### src/rtl/io_port_unit_if.sv
// CPU data-memory bus as seen by the I/O responder: the CPU drives address, strobes
// and store data, and the responder returns combinational load data.
interface io_port_unit_if;
  logic [31:0] addr;
  logic        we;
  logic        re;
  logic [31:0] wdata;
  logic [31:0] io_read_data;

  modport master (output addr, output we, output re, output wdata, input io_read_data);
  modport slave  (input addr, input we, input re, input wdata, output io_read_data);
endinterface

### src/rtl/io_port_unit.sv
// Memory-mapped I/O responder: four registered output ports, two synchronised input ports
// and a read-clear change-status register. Debounce counters exist only with IO_DEBOUNCE_EN.
module io_port_unit #(
  parameter int DEBOUNCE_CYCLES = 4,
  parameter int IN_WIDTH        = 32
) (
  input  logic                clock,
  input  logic                resetn,
  io_port_unit_if.slave       bus,
  input  logic [IN_WIDTH-1:0] in_port0,
  input  logic [IN_WIDTH-1:0] in_port1,
  output logic [31:0]         out_port0,
  output logic [31:0]         out_port1,
  output logic [31:0]         out_port2,
  output logic [31:0]         out_port3,
  output logic                in_change_irq
);

  localparam logic [4:0] OFF_IN0    = 5'd4;
  localparam logic [4:0] OFF_IN1    = 5'd5;
  localparam logic [4:0] OFF_STATUS = 5'd6;

  logic [4:0]          offset;
  logic                in_window;
  logic                unused_addr_bits;
  logic                status_clear;
  logic [31:0]         out_reg   [4];
  logic [IN_WIDTH-1:0] in_raw    [2];
  logic [IN_WIDTH-1:0] sync_meta [2];
  logic [IN_WIDTH-1:0] sync      [2];
  logic [IN_WIDTH-1:0] db        [2];
  logic [1:0]          db_load;
  logic [1:0]          status;

  assign offset           = bus.addr[6:2];
  assign in_window        = bus.addr[7];
  assign unused_addr_bits = ^{bus.addr[31:8], bus.addr[1:0]};
  assign status_clear     = bus.re & in_window & (offset == OFF_STATUS);

  assign in_raw[0] = in_port0;
  assign in_raw[1] = in_port1;

  assign out_port0 = out_reg[0];
  assign out_port1 = out_reg[1];
  assign out_port2 = out_reg[2];
  assign out_port3 = out_reg[3];

  always_ff @(posedge clock or negedge resetn) begin
    if (!resetn) begin
      for (int i = 0; i < 4; i++) out_reg[i] <= '0;
    end else if (bus.we && in_window && (offset[4:2] == 3'b000)) begin
      out_reg[offset[1:0]] <= bus.wdata;
    end
  end

  always_ff @(posedge clock or negedge resetn) begin
    if (!resetn) begin
      for (int i = 0; i < 2; i++) begin
        sync_meta[i] <= '0;
        sync[i]      <= '0;
      end
    end else begin
      for (int i = 0; i < 2; i++) begin
        sync_meta[i] <= in_raw[i];
        sync[i]      <= sync_meta[i];
      end
    end
  end

`ifdef IO_DEBOUNCE_EN
  localparam logic [15:0] DB_TARGET = 16'(DEBOUNCE_CYCLES);

  logic [IN_WIDTH-1:0] sync_prev   [2];
  logic [15:0]         db_cnt      [2];
  logic [15:0]         db_cnt_step [2];
  logic [15:0]         db_cnt_next [2];

  // Any movement of the synchronised value restarts the stability count at 1.
  always_comb begin
    for (int i = 0; i < 2; i++) begin
      db_load[i]     = 1'b0;
      db_cnt_next[i] = '0;
      db_cnt_step[i] = (sync[i] != sync_prev[i]) ? 16'd1 : db_cnt[i] + 16'd1;
      if (sync[i] != db[i]) begin
        if (db_cnt_step[i] == DB_TARGET) db_load[i] = 1'b1;
        else                             db_cnt_next[i] = db_cnt_step[i];
      end
    end
  end

  always_ff @(posedge clock or negedge resetn) begin
    if (!resetn) begin
      for (int i = 0; i < 2; i++) begin
        sync_prev[i] <= '0;
        db_cnt[i]    <= '0;
      end
    end else begin
      for (int i = 0; i < 2; i++) begin
        sync_prev[i] <= sync[i];
        db_cnt[i]    <= db_cnt_next[i];
      end
    end
  end
`else
  localparam int unused_debounce_cycles = DEBOUNCE_CYCLES;

  always_comb begin
    for (int i = 0; i < 2; i++) db_load[i] = (sync[i] != db[i]);
  end
`endif

  always_ff @(posedge clock or negedge resetn) begin
    if (!resetn) begin
      for (int i = 0; i < 2; i++) db[i] <= '0;
    end else begin
      for (int i = 0; i < 2; i++) begin
        if (db_load[i]) db[i] <= sync[i];
      end
    end
  end

  // A db update on the same edge as a status read keeps its bit set.
  always_ff @(posedge clock or negedge resetn) begin
    if (!resetn) begin
      status        <= '0;
      in_change_irq <= 1'b0;
    end else begin
      status        <= (status & ~{2{status_clear}}) | db_load;
      in_change_irq <= |status;
    end
  end

  always_comb begin
    bus.io_read_data = '0;
    if (in_window) begin
      case (offset)
        5'd0, 5'd1, 5'd2, 5'd3: bus.io_read_data = out_reg[offset[1:0]];
        OFF_IN0:                bus.io_read_data = 32'(db[0]);
        OFF_IN1:                bus.io_read_data = 32'(db[1]);
        OFF_STATUS:             bus.io_read_data = {30'b0, status};
        default:                bus.io_read_data = '0;
      endcase
    end
  end

endmodule

### src/flat_wrapper.sv
// flat-port wrapper written by rule: the top's interface ports become plain ports
module io_port_unit_flat 
#(
  parameter int DEBOUNCE_CYCLES = 4,
  parameter int IN_WIDTH        = 32
)
  (clock, resetn, in_port0, in_port1, out_port0, out_port1, out_port2, out_port3, in_change_irq, bus_addr, bus_we, bus_re, bus_wdata, bus_io_read_data);
  io_port_unit_if bus_i ();
  input  logic clock;
  input  logic resetn;
  input  logic [IN_WIDTH-1:0] in_port0;
  input  logic [IN_WIDTH-1:0] in_port1;
  output logic [31:0] out_port0;
  output logic [31:0] out_port1;
  output logic [31:0] out_port2;
  output logic [31:0] out_port3;
  output logic in_change_irq;
  input wire logic [$bits(bus_i.addr)-1:0] bus_addr;
  input wire logic [$bits(bus_i.we)-1:0] bus_we;
  input wire logic [$bits(bus_i.re)-1:0] bus_re;
  input wire logic [$bits(bus_i.wdata)-1:0] bus_wdata;
  output wire logic [$bits(bus_i.io_read_data)-1:0] bus_io_read_data;
  assign bus_i.addr = bus_addr;
  assign bus_i.we = bus_we;
  assign bus_i.re = bus_re;
  assign bus_i.wdata = bus_wdata;
  assign bus_io_read_data = bus_i.io_read_data;
  io_port_unit #(.DEBOUNCE_CYCLES(DEBOUNCE_CYCLES), .IN_WIDTH(IN_WIDTH)) u_core (.clock(clock), .resetn(resetn), .bus(bus_i), .in_port0(in_port0), .in_port1(in_port1), .out_port0(out_port0), .out_port1(out_port1), .out_port2(out_port2), .out_port3(out_port3), .in_change_irq(in_change_irq));
endmodule
### config.mk
export PLATFORM = sky130hd
export DESIGN_NAME = io_port_unit_flat
export DESIGN_NICKNAME = d
export VERILOG_FILES = /design/src/rtl/io_port_unit_if.sv /design/src/rtl/io_port_unit.sv /design/src/flat_wrapper.sv
export SDC_FILE = /design/constraint.sdc
export NUM_CORES = 1
export LEC_CHECK = 0
export BUFFER_PORTS_ARGS = -buffer_cell sky130_fd_sc_hd__buf_2
export CELL_PAD_IN_SITES_DETAIL_PLACEMENT = 2
export CELL_PAD_IN_SITES_GLOBAL_PLACEMENT = 2
export CORE_MARGIN = 2
export CORE_UTILIZATION = 37
export DETAILED_ROUTE_END_ITERATION = 10
export GPL_TIMING_DRIVEN = 0
export MAX_ROUTING_LAYER = met4
export PLACE_DENSITY_LB_ADDON = 0.3
export SYNTH_ARGS = -nofsm -noshare
export SYNTH_HDL_FRONTEND = slang
export SYNTH_SLANG_ARGS = --single-unit
### constraint.sdc
create_clock -name clock -period 2 [get_ports clock]
set_input_delay 0.2 -clock clock [delete_from_list [all_inputs] [get_ports clock]]
set_output_delay 0.2 -clock clock [all_outputs]
set_load 0.01 [all_outputs]
==> impl_summary.txt, run 1 <==
----------------------------------------------------
[Run status]
  Status ... finished, violations left
  Violated checks ... negative setup slack

[Routing]
  Wire length the detailed router placed on met1 ... 16710 um
  DR WL met2 ... 22290 um
  DRT antenna net count ... 0
  Average via count per standard cell ... 5.039
  Routed wire length ... 42280 um
  First-pass detailed-route iteration total ... 6
  Routed vias ... 8239
  Starting DRC count in detailed routing ... 453
  Routed length per placed instance ... 25.86 um
  Remaining routing DRC violations ... 0
  DR WL met3 ... 2054 um
  Top routing layer used ... met4

[Yosys]
  Mean instance size in the synthesized netlist ... 15.85 sq um
  Number of warnings printed during yosys synthesis ... 0
  Cell taking the most area after synthesis ... dfrtp_1
  Portion of the post-synthesis area used by sequential elements ... 67.63%
  Post-Syn Nets ... 886
  Synthesized instance count ... 754
  Synth Register Bits ... 323
  Netlist Area Pre-Place ... 0.01195 sq mm
  Fraction of synthesized cell area taken by the top area cell type ... 67.63%
  Top area cells in the synthesized netlist ... dfrtp_1, mux2_2, mux4_2, xnor2_1, a222oi_1
  Number of distinct library cells after synthesis ... 27

[Hold path]
  Hold Path Class ... primary input to flip-flop
  Cell depth of the worst min-delay path ... 4
  Hold path startpoint ... bus_re
  Hold Path Sink ... u_core.status[0]

[Worst setup path]
  Critical R2R Capture ... u_core.status[1]
  Maximum fanout along the worst path ... 3
  R2r setup slk ... 0.20 ns
  Setup CP Type ... flip-flop to primary output
  Worst setup SP type ... flip-flop
  Critical register-to-register path startpoint ... u_core.sync[25]
  Cell count of the worst reg-to-reg path ... 4
  CP Data Required Time ... 1.80 ns
  Kind of end point of the critical path ... primary output
  Data arrival, critical path ... 2.10 ns

[Global routing]
  Overall global routing resource usage ... 26.12%
  Maximum number of pins on one net before global-route repair ... 127
  Global-route wire length before repair ... 62550 um
  Antenna violations before repair ... 3
  Vias in the first global route ... 9671
  Residual overflow from global routing ... 0

[Layout]
  Post-route cell area ... 0.01644 sq mm
  Layout filler cell count ... 2935
  Growth of design area from synthesis to finish ... 37.56%
  Share of layout cells above drive strength 1 ... 45.61%
  Most frequent cells in the layout ... dfrtp_1, buf_2, mux2_2
  Leading cell type in the layout, fill and taps excluded ... dfrtp_1
  Final net count ... 1336

[Timing]
  Number of hold violations in the final report ... 0
  Setup repair after global routing missed its margin ... true
  Min cycle time layout ... 2.296 ns
  Number of slew-limit violations in the final report ... 0
  Fmax achieved ... 435.5 MHz
  Clock Skews ... 0.01336 ns
  Worst Hold Margin ... 0.05900 ns
  Headroom to the max-slew limit ... 52.19%
  Tcrit/Tclk final ... 114.8%
  Pin slew with the least headroom to its limit ... 0.7171 ns
  Final setup vio count ... 32
  Min setup slack post-route ... -0.2964 ns

[Floorplanning]
  Die Area ... 0.03375 sq mm
  I/O pin total ... 293
  Std-Cell Core Area ... 0.03172 sq mm
  Starting density of the core ... 37.68%
  Num rows ... 65
  Die extent in y ... 183.7 um
  Horiz. Die Dim ... 183.7 um

[Power and ir drop]
  PD cells ... 1014 mW/mm^2
  Maximum vdd drop ... 0.0006941 V
  Leakage power figure ... 7.791 nW

[Clock network]
  CTS tree ... built
  Clock input transition at the sequential cells of the worst setup and hold paths ... 0.06 ns
  Depth of the CTS H-tree ... 2
  Clock latency reported for the late side of the worst-skew pair ... 0.52 ns
  CTS Buf Count ... 36
  TritonCTS Sinks ... 323
  Buffer type at the clock tree root ... clkbuf_16
  Clock Tree Buf Depth ... 3

[Run]
  Max-cap violations ... 0

[Placed design]
  Area after DPL ... 0.01385 sq mm
  GPL Wtd Cong ... 0.7691
  HPWL after detailed placement ... 26560 um
  Port bufs ... 265

----------------------------------------------------
-- synthesized netlist by cell type --
master,number
nand4b_1,1
nor3_1,1
o21ai_0,2
mux2i_1,2
nor3_4,1
mux2_1,3
a222oi_1,30
mux4_2,32
nor4_1,4
nand4_1,16
nand3_1,4
clkbuf_1,73
nor3_2,1
or2_2,1
dfrtp_1,323
nand2_1,1
a2bb2oi_1,4
buf_4,3
xnor2_1,64
nor3b_2,1
buf_2,22
nor2b_1,1
nand2b_1,1
mux2_2,125
nand3_2,1
nor2_1,36
or3b_1,1
-- layout make-up --
cell class                      count  area (sq um)  area share [%]
Tap cell                          402         503.0           3.059
Clock buffer                       53          1056           6.423
Sequential cell                   323          8083           49.16
Buffer                             98         431.7           2.626
Antenna cell                        3         7.507         0.04566
Multi-Input combinational cell    333          3462           21.06
Timing Repair Buffer              412          2730           16.61
Clock inverter                     11         167.7           1.020
-- repair_timing --
item | in CTS | in global routing
endpoints found under the setup margin | 31 | 32
pin swaps | 13 | 16
buffers inserted | 34 | 14
hold buffers | 97 | 0
resized for setup | 9 | 9
endpoints found under the hold margin | 278 | 0
gates cloned | 0 | 0
-- report_power, final --
group | switching [W] | total [W] | internal [W]
registers | 0.000414 | 0.00749 | 0.00708
clock network | 0.00276 | 0.00695 | 0.00419
logic | 0.00107 | 0.00223 | 0.00116
total | 0.00425 | 0.0167 | 0.0124
-- layer usage --
metal | GRT usage [%] | up-vias
li1 | - | 3530
met1 | 30.15 | 4379
met2 | 46.17 | 260
met3 | 4.893 | 70
met4 | 8.096 | 0
met5 | - | -
-- state kept, by name (all words and copies together), names as in the netlist --
register / cells
u_core.out_port3: 32
u_core.in_change_irq: 1
u_core.status: 2
u_core.out_port2: 32
u_core.sync_meta: 64
u_core.sync: 64
u_core.out_port1: 32
u_core.db: 64
u_core.out_port0: 32
-- critical path, cell delays in order, from the launching register on --
cell and delay [ns]:
dfrtp_1 0.40, mux4_2 0.53, a222oi_1 0.35, nor2_1 0.11
buf_2 0.19
-- worst max-delay path by stage --
stage                                     from                    to  slack [ns]  depth (start not counted)
after detailed placement           bus_addr[3]  bus_io_read_data[15]       -0.64                          7
final                     u_core.out_port3[15]  bus_io_read_data[15]       -0.30                          4
after floorplan                    bus_addr[2]  bus_io_read_data[30]        0.24                          5
after global routing      u_core.out_port3[10]  bus_io_read_data[10]       -0.39                          4
after global placement                  resetn  u_core.out_port3[15]       -5.44                          1
after CTS                 u_core.out_port3[15]  bus_io_read_data[15]       -0.30                          4
-- through the flow --
step / instances / worst slack, ns / utilization (%) / power [W] / setup TNS [ns]
floorplan: 754 / 0.2406 / - / 0.008387 / 0
global placement: 1421 / -5.438 / 43.45 / 0.009303 / -1783.45
detailed placement: 1423 / -0.6407 / 43.65 / 0.009426 / -40.42
CTS: 1618 / -0.3036 / 51.44 / 0.01664 / -6.595
global route: 1635 / -0.3897 / 51.83 / 0.01730 / -8.811
finish: 1635 / -0.2964 / 51.83 / 0.01668 / -6.212
-- logic make-up after synthesis --
group	count (synthesis)	synth area share [%]
muxes	162	18.26
DFF	323	67.63
buffers and inverters	98	3.402
xor gates and xnor gates	64	4.690
AOI/OAI and AO/OA	36	2.889
and+or+nand+nor	71	3.130
Note: power is estimated with default switching activity, not from simulation.
==> run 2: changes to the inputs <==
--- a/config.mk
+++ b/config.mk
@@ -6,10 +6,8 @@
 export NUM_CORES = 1
 export LEC_CHECK = 0
 export BUFFER_PORTS_ARGS = -buffer_cell sky130_fd_sc_hd__buf_2
-export CELL_PAD_IN_SITES_DETAIL_PLACEMENT = 2
-export CELL_PAD_IN_SITES_GLOBAL_PLACEMENT = 2
 export CORE_MARGIN = 2
-export CORE_UTILIZATION = 37
+export CORE_UTILIZATION = 46
 export DETAILED_ROUTE_END_ITERATION = 10
 export GPL_TIMING_DRIVEN = 0
 export MAX_ROUTING_LAYER = met4
==> constraint.sdc (replaced) <==
create_clock -name clock -period 2.4 [get_ports clock]
set_input_delay 0.24 -clock clock [delete_from_list [all_inputs] [get_ports clock]]
set_output_delay 0.24 -clock clock [all_outputs]
set_load 0.01 [all_outputs]
==> run 2 against run 1 <==
Against the previous run: the flow now finishes without violations; sequential share of layout area up 2.0 points; clock power shrank 21%; setup slack improved by 0.39 ns; critical endpoint is now bus_io_read_data[28]; largest power group unchanged; highest routed layer unchanged.
==> impl_summary.txt, run 2 (synthesis results as in run 1) <==
----------------------------------------------------
[Run status]
  Status ... complete, no violations

[Clock network]
  Buffer type at the clock tree root ... clkbuf_16
  Clock input transition at the sequential cells of the worst setup and hold paths ... 0.06 ns (about the same)
  Depth of the CTS H-tree ... 2 (unchanged)
  Number of buffers inserted by post-CTS setup repair ... 0 (-100%)
  Clock Tree Buf Depth ... 3 (unchanged)
  Clock latency reported for the late side of the worst-skew pair ... 0.51 ns (about the same)
  TritonCTS Sinks ... 323 (unchanged)
  CTS Buf Count ... 34 (-5.6%)
  CTS tree ... built

[Routing]
  Starting DRC count in detailed routing ... 585 (+29%)
  Routed wire length ... 31600 um (-25%)
  Routed length per placed instance ... 21.19 um (-18%)
  DRT antenna net count ... 0 (unchanged)
  First-pass detailed-route iteration total ... 5 (-1)
  Remaining routing DRC violations ... 0 (unchanged)
  Average via count per standard cell ... 5.164 (+2.5%)
  Routed vias ... 7699 (-6.6%)

[Run]
  Max-cap violations ... 0 (unchanged)

[Worst setup path]
  Kind of cell with the highest combined delay on the critical path ... multiplexers
  R2r setup slk ... 0.58 ns (+0.38 ns)
  Worst path cell trace ... mux4_2, a222oi_1, nor2_1, buf_2
  Cell count of the worst reg-to-reg path ... 4 (unchanged)
  Data arrival, critical path ... 2.06 ns (-0.04 ns)
  Slowest-stage cell, CP ... mux4_2
  Buffer and inverter count on the worst path ... 1 (unchanged)
  CP Data Required Time ... 2.16 ns (+0.36 ns)
  Setup CP Type ... flip-flop to primary output
  Critical R2R Capture ... u_core.status[1]
  Critical register-to-register path startpoint ... u_core.db[6]
  Maximum fanout along the worst path ... 3 (unchanged)
  Worst setup SP type ... flip-flop
  Kind of end point of the critical path ... primary output
  Crit-path max cell delay ... 0.53 ns (about the same)

[Floorplanning]
  Die extent in y ... 165.2 um (-10%)
  Num rows ... 58 (-11%)
  Starting density of the core ... 47.19% (+9.5 points)
  I/O pin total ... 293 (unchanged)
  Std-Cell Core Area ... 0.02533 sq mm (-20%)
  Horiz. Die Dim ... 165.2 um (-10%)
  Die Area ... 0.02729 sq mm (-19%)

[Layout]
  Non-filler cells, final ... 1491 (-8.8%)
  Share of layout cells above drive strength 1 ... 44.00% (-1.6 points)
  Largest registers ranked by flip-flop count ... u_core.db x64, u_core.sync x64, u_core.sync_meta x64
  Most frequent cells in the layout ... dfrtp_1, buf_2, mux2_2
  Leading cell type in the layout, fill and taps excluded ... dfrtp_1
  Growth of design area from synthesis to finish ... 32.16%
  Final net count ... 1270 (-4.9%)
  Final core occ ... 62.37% (+11 points)
  Post-route cell area ... 0.01580 sq mm (-3.9%)

[Global routing]
  Vias in the first global route ... 8139 (-16%)
  Overall global routing resource usage ... 24.27% (-1.8 points)
  Antenna violations before repair ... 2 (-1)
  Residual overflow from global routing ... 0 (unchanged)
  Maximum number of pins on one net before global-route repair ... 125 (-1.6%)
  Global-route wire length before repair ... 47350 um (-24%)

[Timing]
  Tcrit/Tclk final ... 96.04%
  Number of hold violations in the final report ... 0 (unchanged)
  Min setup slack post-route ... 0.09513 ns (+0.3915 ns)
  Final setup vio count ... 0 (-100%)
  Number of slew-limit violations in the final report ... 0 (unchanged)
  Min cycle time layout ... 2.305 ns
  Pin slew with the least headroom to its limit ... 0.7142 ns (-0.002956 ns)
  Clock Skews ... 0.02004 ns (+0.006684 ns)
  Fmax achieved ... 433.9 MHz
  Setup repair after global routing missed its margin ... false
  Headroom to the max-slew limit ... 52.39% (+0.20 points)

[Hold path]
  Hold path startpoint ... bus_wdata[10]
  Cell depth of the worst min-delay path ... 2 (-2)
  Hold Path Class ... primary input to flip-flop
  Hold Path Sink ... u_core.out_port2[10]

[Power and ir drop]
  Maximum vdd drop ... 0.0005776 V (-17%)
  Leakage power figure ... 7.462 nW (-4.2%)
  PD cells ... 840.0 mW/mm^2 (-17%)

[Placed design]
  HPWL after detailed placement ... 21700 um (-18%)
  Number of cells after detailed placement ... 1352 (-5.0%)
  Area after DPL ... 0.01378 sq mm (-0.45%)
  Port bufs ... 265 (unchanged)
  GPL Wtd Cong ... 0.7945 (+3.3%)
  Dpl ws ... -0.3017 ns (+0.3390 ns)

----------------------------------------------------
## run 2: cell count changes in the layout (fill, tap and decap cells not counted), moves of 2 or more
cell	before	now
clkbuf_1	78	76
dlygate4sd3_1	97	80
clkbuf_2	3	1
clkbuf_4	4	6
buf_4	58	3
buf_2	276	281
inv_6	2	0
## run 2: layout make-up
class / instances / area [sq um]
tap: 330 / 412.9
clock buffer: 49 / 1041
antenna: 2 / 5.005
sequential: 323 / 8083
multi-input combinational: 333 / 3467
clock inverter: 8 / 142.6
timing repair buffer: 348 / 2220
fill: 1937 / 9532
buffer: 98 / 424.2
## run 2: repair_timing
| item | 4_1_cts | 5_1_grt |
|---|---|---|
| endpoints found under the setup margin | 10 | 18 |
| resized for setup | 1 | 11 |
| hold buffers | 80 | 0 |
| hold endpoints to repair | 348 | 0 |
## run 2: worst max path at each step
stage | startpoint | endpoint | slack, ns | depth (start not counted)
global route | u_core.out_port3[28] | bus_io_read_data[28] | 0.02 | 4
CTS | bus_addr[3] | bus_io_read_data[11] | 0.02 | 6
detailed placement | bus_addr[3] | bus_io_read_data[16] | -0.30 | 7
floorplan | bus_addr[2] | bus_io_read_data[30] | 0.56 | 5
global placement | resetn | u_core.out_port2[14] | -4.91 | 1
finish | u_core.out_port3[28] | bus_io_read_data[28] | 0.1 | 4
## run 2: report_power, final
group	internal [W]	switching (W)	total (W)
Sequential	0.00590	0.000311	0.00621
Combinational	0.000823	0.000737	0.00156
Clock	0.00343	0.00206	0.00550
Total	0.0102	0.00311	0.0133
## run 2: through the flow
stage	total power, W	TNS [ns]	hold WS (ns)
4_1_cts	0.01337	0	0.0006479
5_1_grt	0.01378	0	0.01115
2_1_floorplan	0.006989	0	-0.05559
6_report	0.01327	0	0.01414
3_5_place_dp	0.007770	-2.151	0.3347
3_3_place_gp	0.007707	-1579.93	0.3321
## run 2: metal layers
metal  track usage [%]  share of wire, %  up-vias  wire length (um)
met5                 -                 0        -                 0
met4             6.838               2.2        0               708
met3             4.695               6.6       50              2072
met2             39.55                49      278             15550
met1             31.43                42     3951             13270
li1                  -                 -     3420                 -
==> run 3: changes to the inputs <==
--- a/config.mk
+++ b/config.mk
@@ -12,6 +12,7 @@
 export GPL_TIMING_DRIVEN = 0
 export MAX_ROUTING_LAYER = met4
 export PLACE_DENSITY_LB_ADDON = 0.3
+export RECOVER_POWER = 100
 export SYNTH_ARGS = -nofsm -noshare
 export SYNTH_HDL_FRONTEND = slang
 export SYNTH_SLANG_ARGS = --single-unit
==> run 3 against run 2 <==
Against the previous run: the run now ends with max-capacitance violations, max-slew violations left; clock-buffer cell count stayed put; routed wire length up 0.25%; sequential cell count stayed put; core utilization decreased by 1.1 points; via count is 0.49% higher; cell count unchanged.
==> impl_summary.txt, run 3 (synthesis results as in run 1) <==
----------------------------------------------------
[Layout]
  Most frequent cells in the layout ... dfrtp_1, clkbuf_1, mux2_2
  Layout filler cell count ... 2051 (+5.9%)
  Non-filler cells, final ... 1491 (unchanged)
  Total area of multi-input combinational cells ... 0.003452 sq mm (-0.43%)
  Final net count ... 1270 (unchanged)
  FF/Latch Area ... 0.008083 sq mm (unchanged)
  Growth of design area from synthesis to finish ... 29.74%
  Leading cell type in the layout, fill and taps excluded ... dfrtp_1
  Share of layout cells above drive strength 1 ... 29.34% (-15 points)
  Largest registers ranked by flip-flop count ... u_core.db x64, u_core.sync x64, u_core.sync_meta x64

[Routing]
  First-pass detailed-route iteration total ... 5 (unchanged)
  Remaining routing DRC violations ... 0 (unchanged)
  Average via count per standard cell ... 5.189 (+0.49%)
  Routed wire length ... 31680 um (+0.25%)
  Starting DRC count in detailed routing ... 590 (+0.85%)
  Routed vias ... 7737 (+0.49%)
  Routed length per placed instance ... 21.24 um (+0.25%)
  DRT antenna net count ... 0 (unchanged)

[Placed design]
  HPWL after detailed placement ... 21700 um (unchanged)
  Dpl ws ... -0.3017 ns (unchanged)
  Number of cells after detailed placement ... 1352 (unchanged)
  Port bufs ... 265 (unchanged)
  GPL Wtd Cong ... 0.7945 (unchanged)

[Clock network]
  Depth of the CTS H-tree ... 2 (unchanged)
  CTS tree ... built
  Clock Tree Buf Depth ... 3 (unchanged)
  Buffer type at the clock tree root ... clkbuf_16
  CTS Buf Count ... 34 (unchanged)
  TritonCTS Sinks ... 323 (unchanged)
  Clock input transition at the sequential cells of the worst setup and hold paths ... 0.06 ns (about the same)
  Number of buffers inserted by post-CTS setup repair ... 0 (unchanged)
  Clock latency reported for the late side of the worst-skew pair ... 0.51 ns (about the same)

[Worst setup path]
  CP Data Required Time ... 2.16 ns (about the same)
  Crit-path max cell delay ... 0.53 ns (about the same)
  Maximum fanout along the worst path ... 3 (unchanged)
  Worst setup SP type ... flip-flop
  Buffer and inverter count on the worst path ... 1 (unchanged)
  Setup CP Type ... flip-flop to primary output
  Kind of cell with the highest combined delay on the critical path ... multiplexers
  Worst path cell trace ... mux4_2, a222oi_1, nor2_1, buf_2
  Kind of end point of the critical path ... primary output
  Slowest-stage cell, CP ... mux4_2
  Data arrival, critical path ... 2.07 ns (about the same)

[Global routing]
  Global-route met2 utilization ... 39.55% (unchanged)
  Overall global routing resource usage ... 24.27% (unchanged)
  Vias in the first global route ... 8139 (unchanged)
  Met3 layer usage reported by global route ... 4.695% (unchanged)
  GRT busiest layer ... met2
  Global-route wire length before repair ... 47350 um (unchanged)
  Maximum number of pins on one net before global-route repair ... 125 (unchanged)
  Antenna violations before repair ... 2 (unchanged)
  Grt met1 use ... 31.43% (unchanged)
  Residual overflow from global routing ... 0 (unchanged)

[Timing]
  Final setup vio count ... 0 (unchanged)
  Setup repair after global routing missed its margin ... false
  Min cycle time layout ... 2.314 ns (+0.008629 ns)
  Accumulated negative setup slack ... 0 ns (unchanged)
  Worst Hold Margin ... 0.01730 ns (+0.003158 ns)
  Fmax achieved ... 432.2 MHz (-0.37%)
  Headroom to the max-slew limit ... -9.526% (-62 points)
  Pin slew with the least headroom to its limit ... 1.643 ns (+0.9287 ns)
  Clock Skews ... 0.01700 ns (-0.003043 ns)
  Tcrit/Tclk final ... 96.40% (+0.36 points)
  Number of hold violations in the final report ... 0 (unchanged)
  Min setup slack post-route ... 0.08650 ns (-0.008629 ns)
  Number of slew-limit violations in the final report ... 248 (+248)

[Hold path]
  Hold Path Class ... primary input to flip-flop

[Power and ir drop]
  Leakage power figure ... 6.778 nW (-9.2%)
  Maximum vdd drop ... 0.0005765 V (-0.20%)
  PD cells ... 849.9 mW/mm^2 (+1.2%)

[Floorplanning]
  Die extent in y ... 165.2 um (unchanged)
  Num rows ... 58 (unchanged)
  Horiz. Die Dim ... 165.2 um (unchanged)
  Starting density of the core ... 47.19% (unchanged)
  Std-Cell Core Area ... 0.02533 sq mm (unchanged)
  I/O pin total ... 293 (unchanged)
  Die Area ... 0.02729 sq mm (unchanged)

[Run status]
  Violated checks ... max-capacitance violations, max-slew violations
  Status ... finished, violations left

[Run]
  Max-cap violations ... 2 (+2)

----------------------------------------------------
-- run 3: routing by layer --
layer	share of wire, %	wire length, um	vias up
met2	49	15540	296
met1	42	13190	3955
met3	6.9	2174	59
met5	0	0	-
li1	-	-	3427
met4	2.4	774	0
-- run 3: final timing paths --
check	from	endpoint	slack [ns]	depth (start not counted)
setup reg to reg	u_core.db[6]	u_core.status[1]	0.62	4
hold / removal	bus_wdata[28]	u_core.out_port3[28]	0.02	2
setup / recovery	u_core.out_port3[28]	bus_io_read_data[28]	0.09	4
min in group asynchronous	resetn	u_core.sync_meta[58]	0.82	3
hold reg to reg	u_core.sync_meta[59]	u_core.sync[59]	0.33	0
max in group asynchronous	resetn	u_core.out_port1[14]	0.40	4
-- run 3: metrics by stage --
stage,total power (W),utilization (%),cell area [sq um]
floorplan,0.006989,-,11950
global placement,0.007707,54.06,13690
detailed placement,0.007770,54.42,13780
CTS,0.01337,62.26,15770
global route,0.01369,61.22,15510
finish,0.01318,61.22,15510
-- run 3: repair_timing --
item,in CTS,in global routing
hold buffers,80,0
resized for setup,1,11
endpoints found under the hold margin,348,0
setup endpoints to repair,10,18
-- run 3: area by class of cell --
type,count,area share (%)
Antenna cell,2,0.03228
Buffer,98,2.639
Clock buffer,49,6.713
Clock inverter,8,0.9199
Multi-Input combinational cell,333,22.26
Sequential cell,323,52.13
Tap cell,330,2.663
Timing Repair Buffer,348,12.64
-- run 3: power by group --
part | switching (W) | internal [W] | total, W
Clock | 0.00206 | 0.00343 | 0.00549
Combinational | 0.000734 | 0.000731 | 0.00147
Sequential | 0.000322 | 0.00590 | 0.00622
Total | 0.00312 | 0.0101 | 0.0132
